<file path="src/rtl/icache_nway.sv">
// N-way set-associative instruction cache with multi-word blocks, per-set
// round-robin replacement, whole-cache flush and hit/miss counters.
module icache_nway #(
    parameter int unsigned SETS          = 8,
    parameter int unsigned WAYS          = 2,
    parameter int unsigned WORDS_PER_BLK = 2,
    parameter int unsigned ADDR_W        = 32
) (
    input  logic              CLK,
    input  logic              RST,
    input  logic              imemREN,
    input  logic [ADDR_W-1:0] imemaddr,
    output logic              ihit,
    output logic [31:0]       imemload,
    input  logic              flush,
    output logic              flush_done,
    output logic              iREN,
    output logic [ADDR_W-1:0] iaddr,
    input  logic              iwait,
    input  logic [31:0]       iload,
    output logic [31:0]       hit_count,
    output logic [31:0]       miss_count
);

    localparam int unsigned WB     = $clog2(WORDS_PER_BLK);
    localparam int unsigned IB     = $clog2(SETS);
    localparam int unsigned TB     = ADDR_W - 2 - WB - IB;
    localparam int unsigned WOFF_W = (WB > 0) ? WB : 1;
    localparam int unsigned WAY_W  = (WAYS > 1) ? $clog2(WAYS) : 1;

    // Byte and word offset bits of a block; cleared to form the block base.
    localparam logic [ADDR_W-1:0] BLK_MASK = ADDR_W'(WORDS_PER_BLK * 4 - 1);

    typedef enum logic [1:0] {
        StIdle,
        StFill,
        StFlush
    } state_e;

    state_e state_q;

    // Storage
    logic [WAYS-1:0]  valid_q [SETS];
    logic [WAY_W-1:0] ptr_q   [SETS];
    logic [TB-1:0]    tag_q   [SETS][WAYS];
    logic [31:0]      data_q  [SETS][WAYS][WORDS_PER_BLK];

    // Fill / flush bookkeeping
    logic [ADDR_W-1:0] fill_base_q;
    logic [WAY_W-1:0]  victim_q;
    logic              all_valid_q;
    logic [WOFF_W-1:0] cnt_q;
    logic              pend_q;
    logic [IB-1:0]     set_cnt_q;
    logic [31:0]       hit_count_q;
    logic [31:0]       miss_count_q;

    // Request address fields
    logic [TB-1:0]     req_tag;
    logic [IB-1:0]     req_idx;
    logic [WOFF_W-1:0] req_woff;

    assign req_tag = imemaddr[ADDR_W-1 -: TB];
    assign req_idx = imemaddr[2+WB +: IB];

    generate
        if (WB > 0) begin : g_woff
            assign req_woff = imemaddr[2 +: WOFF_W];
        end else begin : g_no_woff
            assign req_woff = '0;
        end
    endgenerate

    // Latched fill fields, recovered from the block base address
    logic [TB-1:0] fill_tag;
    logic [IB-1:0] fill_idx;

    assign fill_tag = fill_base_q[ADDR_W-1 -: TB];
    assign fill_idx = fill_base_q[2+WB +: IB];

    logic              lookup;
    logic [WAYS-1:0]   way_match;
    logic [WAY_W-1:0]  hit_way;
    logic [WAY_W-1:0]  first_inv;
    logic              all_valid;
    logic [WAY_W-1:0]  victim;
    logic              last_word;

    // Tag compare, hit-way and victim selection for the requested set
    always_comb begin
        way_match = '0;
        hit_way   = '0;
        first_inv = '0;
        for (int w = 0; w < WAYS; w++) begin
            way_match[w] = valid_q[req_idx][w] && (tag_q[req_idx][w] == req_tag);
        end
        // Scan downward so the lowest-numbered way wins
        for (int w = WAYS - 1; w >= 0; w--) begin
            if (way_match[w]) begin
                hit_way = WAY_W'(w);
            end
            if (!valid_q[req_idx][w]) begin
                first_inv = WAY_W'(w);
            end
        end
        all_valid = &valid_q[req_idx];
        victim    = all_valid ? ptr_q[req_idx] : first_inv;
    end

    assign lookup    = (state_q == StIdle) && !flush && imemREN;
    assign ihit      = lookup && (|way_match);
    assign last_word = (cnt_q == WOFF_W'(WORDS_PER_BLK - 1));

    // Datapath-side and memory-side outputs
    always_comb begin
        imemload   = '0;
        iREN       = 1'b0;
        iaddr      = '0;
        flush_done = 1'b0;
        if (ihit) begin
            imemload = data_q[req_idx][hit_way][req_woff];
        end
        if (state_q == StFill) begin
            iREN  = 1'b1;
            iaddr = fill_base_q + (ADDR_W'(cnt_q) << 2);
        end
        if ((state_q == StFlush) && (set_cnt_q == IB'(SETS - 1))) begin
            flush_done = 1'b1;
        end
    end

    assign hit_count  = hit_count_q;
    assign miss_count = miss_count_q;

    // Controller FSM: valid bits, victim pointers, counters and fill state
    always_ff @(posedge CLK) begin
        if (RST) begin
            state_q      <= StIdle;
            fill_base_q  <= '0;
            victim_q     <= '0;
            all_valid_q  <= 1'b0;
            cnt_q        <= '0;
            pend_q       <= 1'b0;
            set_cnt_q    <= '0;
            hit_count_q  <= '0;
            miss_count_q <= '0;
            for (int s = 0; s < SETS; s++) begin
                valid_q[s] <= '0;
                ptr_q[s]   <= '0;
            end
        end else begin
            if (ihit) begin
                hit_count_q <= hit_count_q + 32'd1;
            end
            unique case (state_q)
                StIdle: begin
                    if (flush) begin
                        set_cnt_q <= '0;
                        state_q   <= StFlush;
                    end else if (imemREN && !(|way_match)) begin
                        fill_base_q  <= imemaddr & ~BLK_MASK;
                        victim_q     <= victim;
                        all_valid_q  <= all_valid;
                        cnt_q        <= '0;
                        miss_count_q <= miss_count_q + 32'd1;
                        // Invalidate now so a half-written block can never hit
                        valid_q[req_idx][victim] <= 1'b0;
                        state_q      <= StFill;
                    end
                end
                StFill: begin
                    if (flush) begin
                        pend_q <= 1'b1;
                    end
                    if (!iwait) begin
                        cnt_q <= cnt_q + 1'b1;
                        if (last_word) begin
                            valid_q[fill_idx][victim_q] <= 1'b1;
                            if (all_valid_q && (WAYS > 1)) begin
                                ptr_q[fill_idx] <= victim_q + 1'b1;
                            end
                            if (pend_q || flush) begin
                                set_cnt_q <= '0;
                                state_q   <= StFlush;
                            end else begin
                                state_q <= StIdle;
                            end
                        end
                    end
                end
                StFlush: begin
                    valid_q[set_cnt_q] <= '0;
                    ptr_q[set_cnt_q]   <= '0;
                    set_cnt_q          <= set_cnt_q + 1'b1;
                    if (set_cnt_q == IB'(SETS - 1)) begin
                        pend_q  <= 1'b0;
                        state_q <= StIdle;
                    end
                end
                default: state_q <= StIdle;
            endcase
        end
    end

    // Block tag and data writes; left unreset since valid bits gate every use
    always_ff @(posedge CLK) begin
        if ((state_q == StFill) && !iwait) begin
            data_q[fill_idx][victim_q][cnt_q] <= iload;
            if (last_word) begin
                tag_q[fill_idx][victim_q] <= fill_tag;
            end
        end
    end

endmodule

</file>
<file path="config.mk">
export PLATFORM = sky130hd
export DESIGN_NAME = icache_nway
export DESIGN_NICKNAME = d
export VERILOG_FILES = /design/src/rtl/icache_nway.sv
export SDC_FILE = /design/constraint.sdc
export NUM_CORES = 1
export LEC_CHECK = 0
export CAP_MARGIN = 0
export CORE_AREA = 3 3 502 504
export CTS_CLUSTER_DIAMETER = 60
export CTS_CLUSTER_SIZE = 25
export DETAILED_ROUTE_END_ITERATION = 16
export DIE_AREA = 0 0 505 507
export HOLD_SLACK_MARGIN = 0.08
export SLEW_MARGIN = 20
export SYNTH_ARGS = -nofsm -noshare
export SYNTH_HDL_FRONTEND = slang
export SYNTH_SLANG_ARGS = --single-unit
</file>
<file path="constraint.sdc">
create_clock -name CLK -period 8 [get_ports CLK]
set_input_delay 0.8 -clock CLK [delete_from_list [all_inputs] [get_ports CLK]]
set_output_delay 0.8 -clock CLK [all_outputs]
set_load 0.05 [all_outputs]
</file>
==> flow_summary_export.csv <==
group,metric,value,unit
cts,cts_tree,"yes",
global_route,grt_pass1_vias,30700,
synthesis,synth_area,61800,um^2
synthesis,synth_top_area_share,71.1,%
synthesis,synth-main-ff-cell,"edfxtp_1",
synthesis,synth.area.top_cells,"edfxtp_1 71%, mux4_2 14%, dfxtp_1 3.3%",
placement,dp_worst_setup_slack,998,ps
finish,area.growth.synth_to_final,15.9,%
die,dieWidth,505,um
cts,insertion_delay,760,ps
power,peakVddDrop,0.212,mV
setup_path,startpoint_type,"primary input",
power,p_clk_share,36.5,%
power,comb_power_share,4.8,%
cts,cts_buffers,95,
placement,place_congestion,0.769,
power,p_seq_share,58.7,%
worst_hold_path,hp-class,"flip-flop to flip-flop",
setup_path,worst_path_largest_cell_delay,900,ps
routing,routedWlPerCell,23.3,um
setup_path,path_max_fanout,119,
global_route,grt_usage,11.8,%
cts,cts.clk_slew.worst_paths,80,ps
cts,cts-root-buf,"clkbuf_16",
timing,fmax,0.147,GHz
routing,wirelength,155,mm
timing,setup-violations-final,0,
global_route,grt_antenna_before_repair,19,
power,p_per_area,214,nW/um^2
finish,nets,3324,
timing,max-slew-margin-rel,12.1,%
timing,finalMaxSlewViolations,0,
flow_run,max_cap_violations,0,
power,p_sw_share,22.3,%
setup_path,arrival,5980,ps
die,dieArea,256000,um^2
synthesis,yosys.area.top_type,"edfxtp_1",
setup_path,critPathBufInv,5,
routing,viasPerCell,4.66,
global_route,grt_overflow,0,
synthesis,synth_cells,3053,
cts,cts_resized,0,
setup_path,slowest_stage,"clkdlybuf4s50_1",
synthesis,ys_seq_area_share,74.5,%
setup_path,critical_path.cell_chain,"buf_8 > buf_12 > buf_12 > mux2i_1 > a22oi_1 > nand2_1 > xnor2_1 > nor4_1 > nand4_1 > nor2_4 > buf_4 > mux2i_1 > nor2_1 > clkdlybuf4s50_1",
global_route,grt_max_degree,149,
routing,vias,31100,
routing,dr.pass1.iters,6,
timing,hold_viol,0,
setup_path,reg2reg_slack,3340,ps
timing,min_period_over_period,84.8,%
die,fp.dieH,507,um
synthesis,synth_edf_count,1464,
cts,cts_setup_buffers,0,
global_route,grt_pass1_wl,223,mm
die,fp-row-count,183,
outcome,outcome,"finished clean",
synthesis,ys_ff_latch,1566,
cts,clk_path_buf_depth,3,
timing,clock_skew,86.6,ps
die,coreArea,248000,um^2
timing,worst_hold_slack,484,ps
die,start_util,24.9,%
synthesis,async_reset_ff_share,0,%
cts,htreeDepth,3,
power,power.internal,11.9,mW
synthesis,synth_cell_types,63,
power,p_switching,3.42,mW
setup_path,critPathRequiredTime,7200,ps
synthesis,yosysWarnings,0,
routing,drtIter0Drc,3631,
cts,clock-sinks,1566,
synthesis,avgSynthCellArea,20.2,um^2
synthesis,post-synth-top-count-cell,"edfxtp_1",
setup_path,endpoint_kind,"output port",
power,leakagePower,21.3,nW
placement,portBuffers,195,
synthesis,synth_commonest_cells,"1464 x edfxtp_1, 392 x mux4_2, 171 x nor2_1",
timing,worst_slack,1220,ps
setup_path,critical_path.top_delay_family,"buffers and inverters",
die,io_pins,200,
finish,drive_above_1_share,22.0,%
timing,fin_setup_tns,0,ps
timing,period_minus_slack,6780,ps
placement,hpwl,79.5,mm
routing,route.detailed.drc,0,
timing,rsz0062_at_grt,"false",
setup_path,criticalPathCategory,"primary input to output port",
cts,hold_buffers,0,
timing,worst_pin_slew,1320,ps
routing,antenna_left,0,
final timing paths:
path,depth (start not counted),start,endpoint
max reg2reg,9,tag_q[1][38]$_DFFE_PP_,valid_q[5][0]$_SDFFCE_PN0P_
min,2,miss_count[31]$_SDFFE_PP0P_,miss_count[31]$_SDFFE_PP0P_
min reg2reg,2,miss_count[31]$_SDFFE_PP0P_,miss_count[31]$_SDFFE_PP0P_
max,14,imemaddr[4],imemload[4]
layout make-up:
cell class                 instances  area [um^2]
fill                           24400       177000
sequential                      1566        46000
multi-input combinational       1304        15300
tap                             3330         4170
timing repair buffer             270         2630
clock buffer                     110         2520
clock inverter                    63          898
inverter                          14         52.6
antenna                            5         12.5
state kept, by name (all words and copies together) (netlist names):
name and cells:
data_q 1024, valid_q 16, set_cnt_q 3, state_q 2, all_valid_q 1, pend_q 1
miss_count 32, victim_q 1, hit_count 32, ptr_q 8, fill_base_q 29, cnt_q 1
tag_q 416
cell usage in the layout, fill, tap and decap left out, types with 8 or more instances in the layout:
cell | netlist | final
edfxtp_1 | 1464 | 1464
mux4_2 | 392 | 392
clkdlybuf4s50_1 | 0 | 190
mux2i_1 | 149 | 149
nor2_1 | 171 | 122
dfxtp_1 | 102 | 101
clkbuf_16 | 0 | 97
nand2_1 | 70 | 69
buf_4 | 14 | 69
a21oi_1 | 57 | 57
nor2_4 | 0 | 49
xor2_1 | 48 | 48
and3_1 | 48 | 48
mux2_2 | 33 | 33
o21ai_0 | 31 | 31
or3_1 | 26 | 26
nand3_1 | 26 | 25
or4_1 | 21 | 21
nand4_1 | 19 | 19
nor2b_1 | 19 | 19
o31ai_1 | 18 | 18
nor3_1 | 17 | 17
inv_1 | 14 | 14
a22oi_1 | 12 | 12
o22ai_1 | 12 | 12
a221oi_1 | 12 | 12
and4_1 | 11 | 11
inv_6 | 0 | 11
and2_1 | 10 | 10
nor4_1 | 9 | 9
a31o_2 | 9 | 9
clkbuf_1 | 81 | 9
xnor2_1 | 8 | 8
o21bai_1 | 8 | 8
nand3b_1 | 8 | 8
a21o_1 | 8 | 8
power groups by stage:
stage / clock [mW] / combinational (mW) / sequential (mW)
5_1_grt: 6.05 / 0.789 / 9.00
4_1_cts: 5.76 / 0.743 / 8.99
3_3_place_gp: 0 / 0.733 / 9.18
3_5_place_dp: 0 / 0.742 / 9.18
6_report: 5.60 / 0.735 / 8.99
2_1_floorplan: 0 / 0.468 / 9.16
worst min-delay path: stages (launching register included):
cell and delay [ps]:
dfxtp_1 320, o21ai_0 70, a21oi_1 60
through the flow:
step | utilization, % | cell area, um^2 | power (mW) | cells
2_1_floorplan | - | 61800 | 9.63 | 3054
3_3_place_gp | 27.4 | 68100 | 9.91 | 6483
3_5_place_dp | 27.4 | 68100 | 9.92 | 6483
4_1_cts | 28.8 | 71500 | 15.5 | 6656
5_1_grt | 28.8 | 71600 | 15.8 | 6658
6_report | 28.8 | 71600 | 15.3 | 6662
cells by family (layout without fill, tap and decap cells):
group,after synthesis,count (layout),share of synthesized area (%)
AO/OA/AOI/OAI,194,194,2.07
XOR/XNOR,56,56,0.794
adder cells (fa/ha/maj),4,4,0.0810
buffers and inverters,184,457,1.41
flip-flops,1566,1566,74.5
multiplexers,574,574,17.3
other,1,7,0.00607
AND/OR/NAND/NOR,474,474,3.89
metal layers:
| metal | track usage (%) | vias to the layer above | wire length, um |
|---|---|---|---|
| li1 | - | 13000 | - |
| met1 | 16.9 | 16800 | 68200 |
| met2 | 18.4 | 1094 | 71900 |
| met3 | 2.47 | 181 | 11500 |
| met4 | 2.66 | 14 | 3480 |
| met5 | 0 | - | 93 |
No activity file was read; power rests on OpenSTA's default activity.
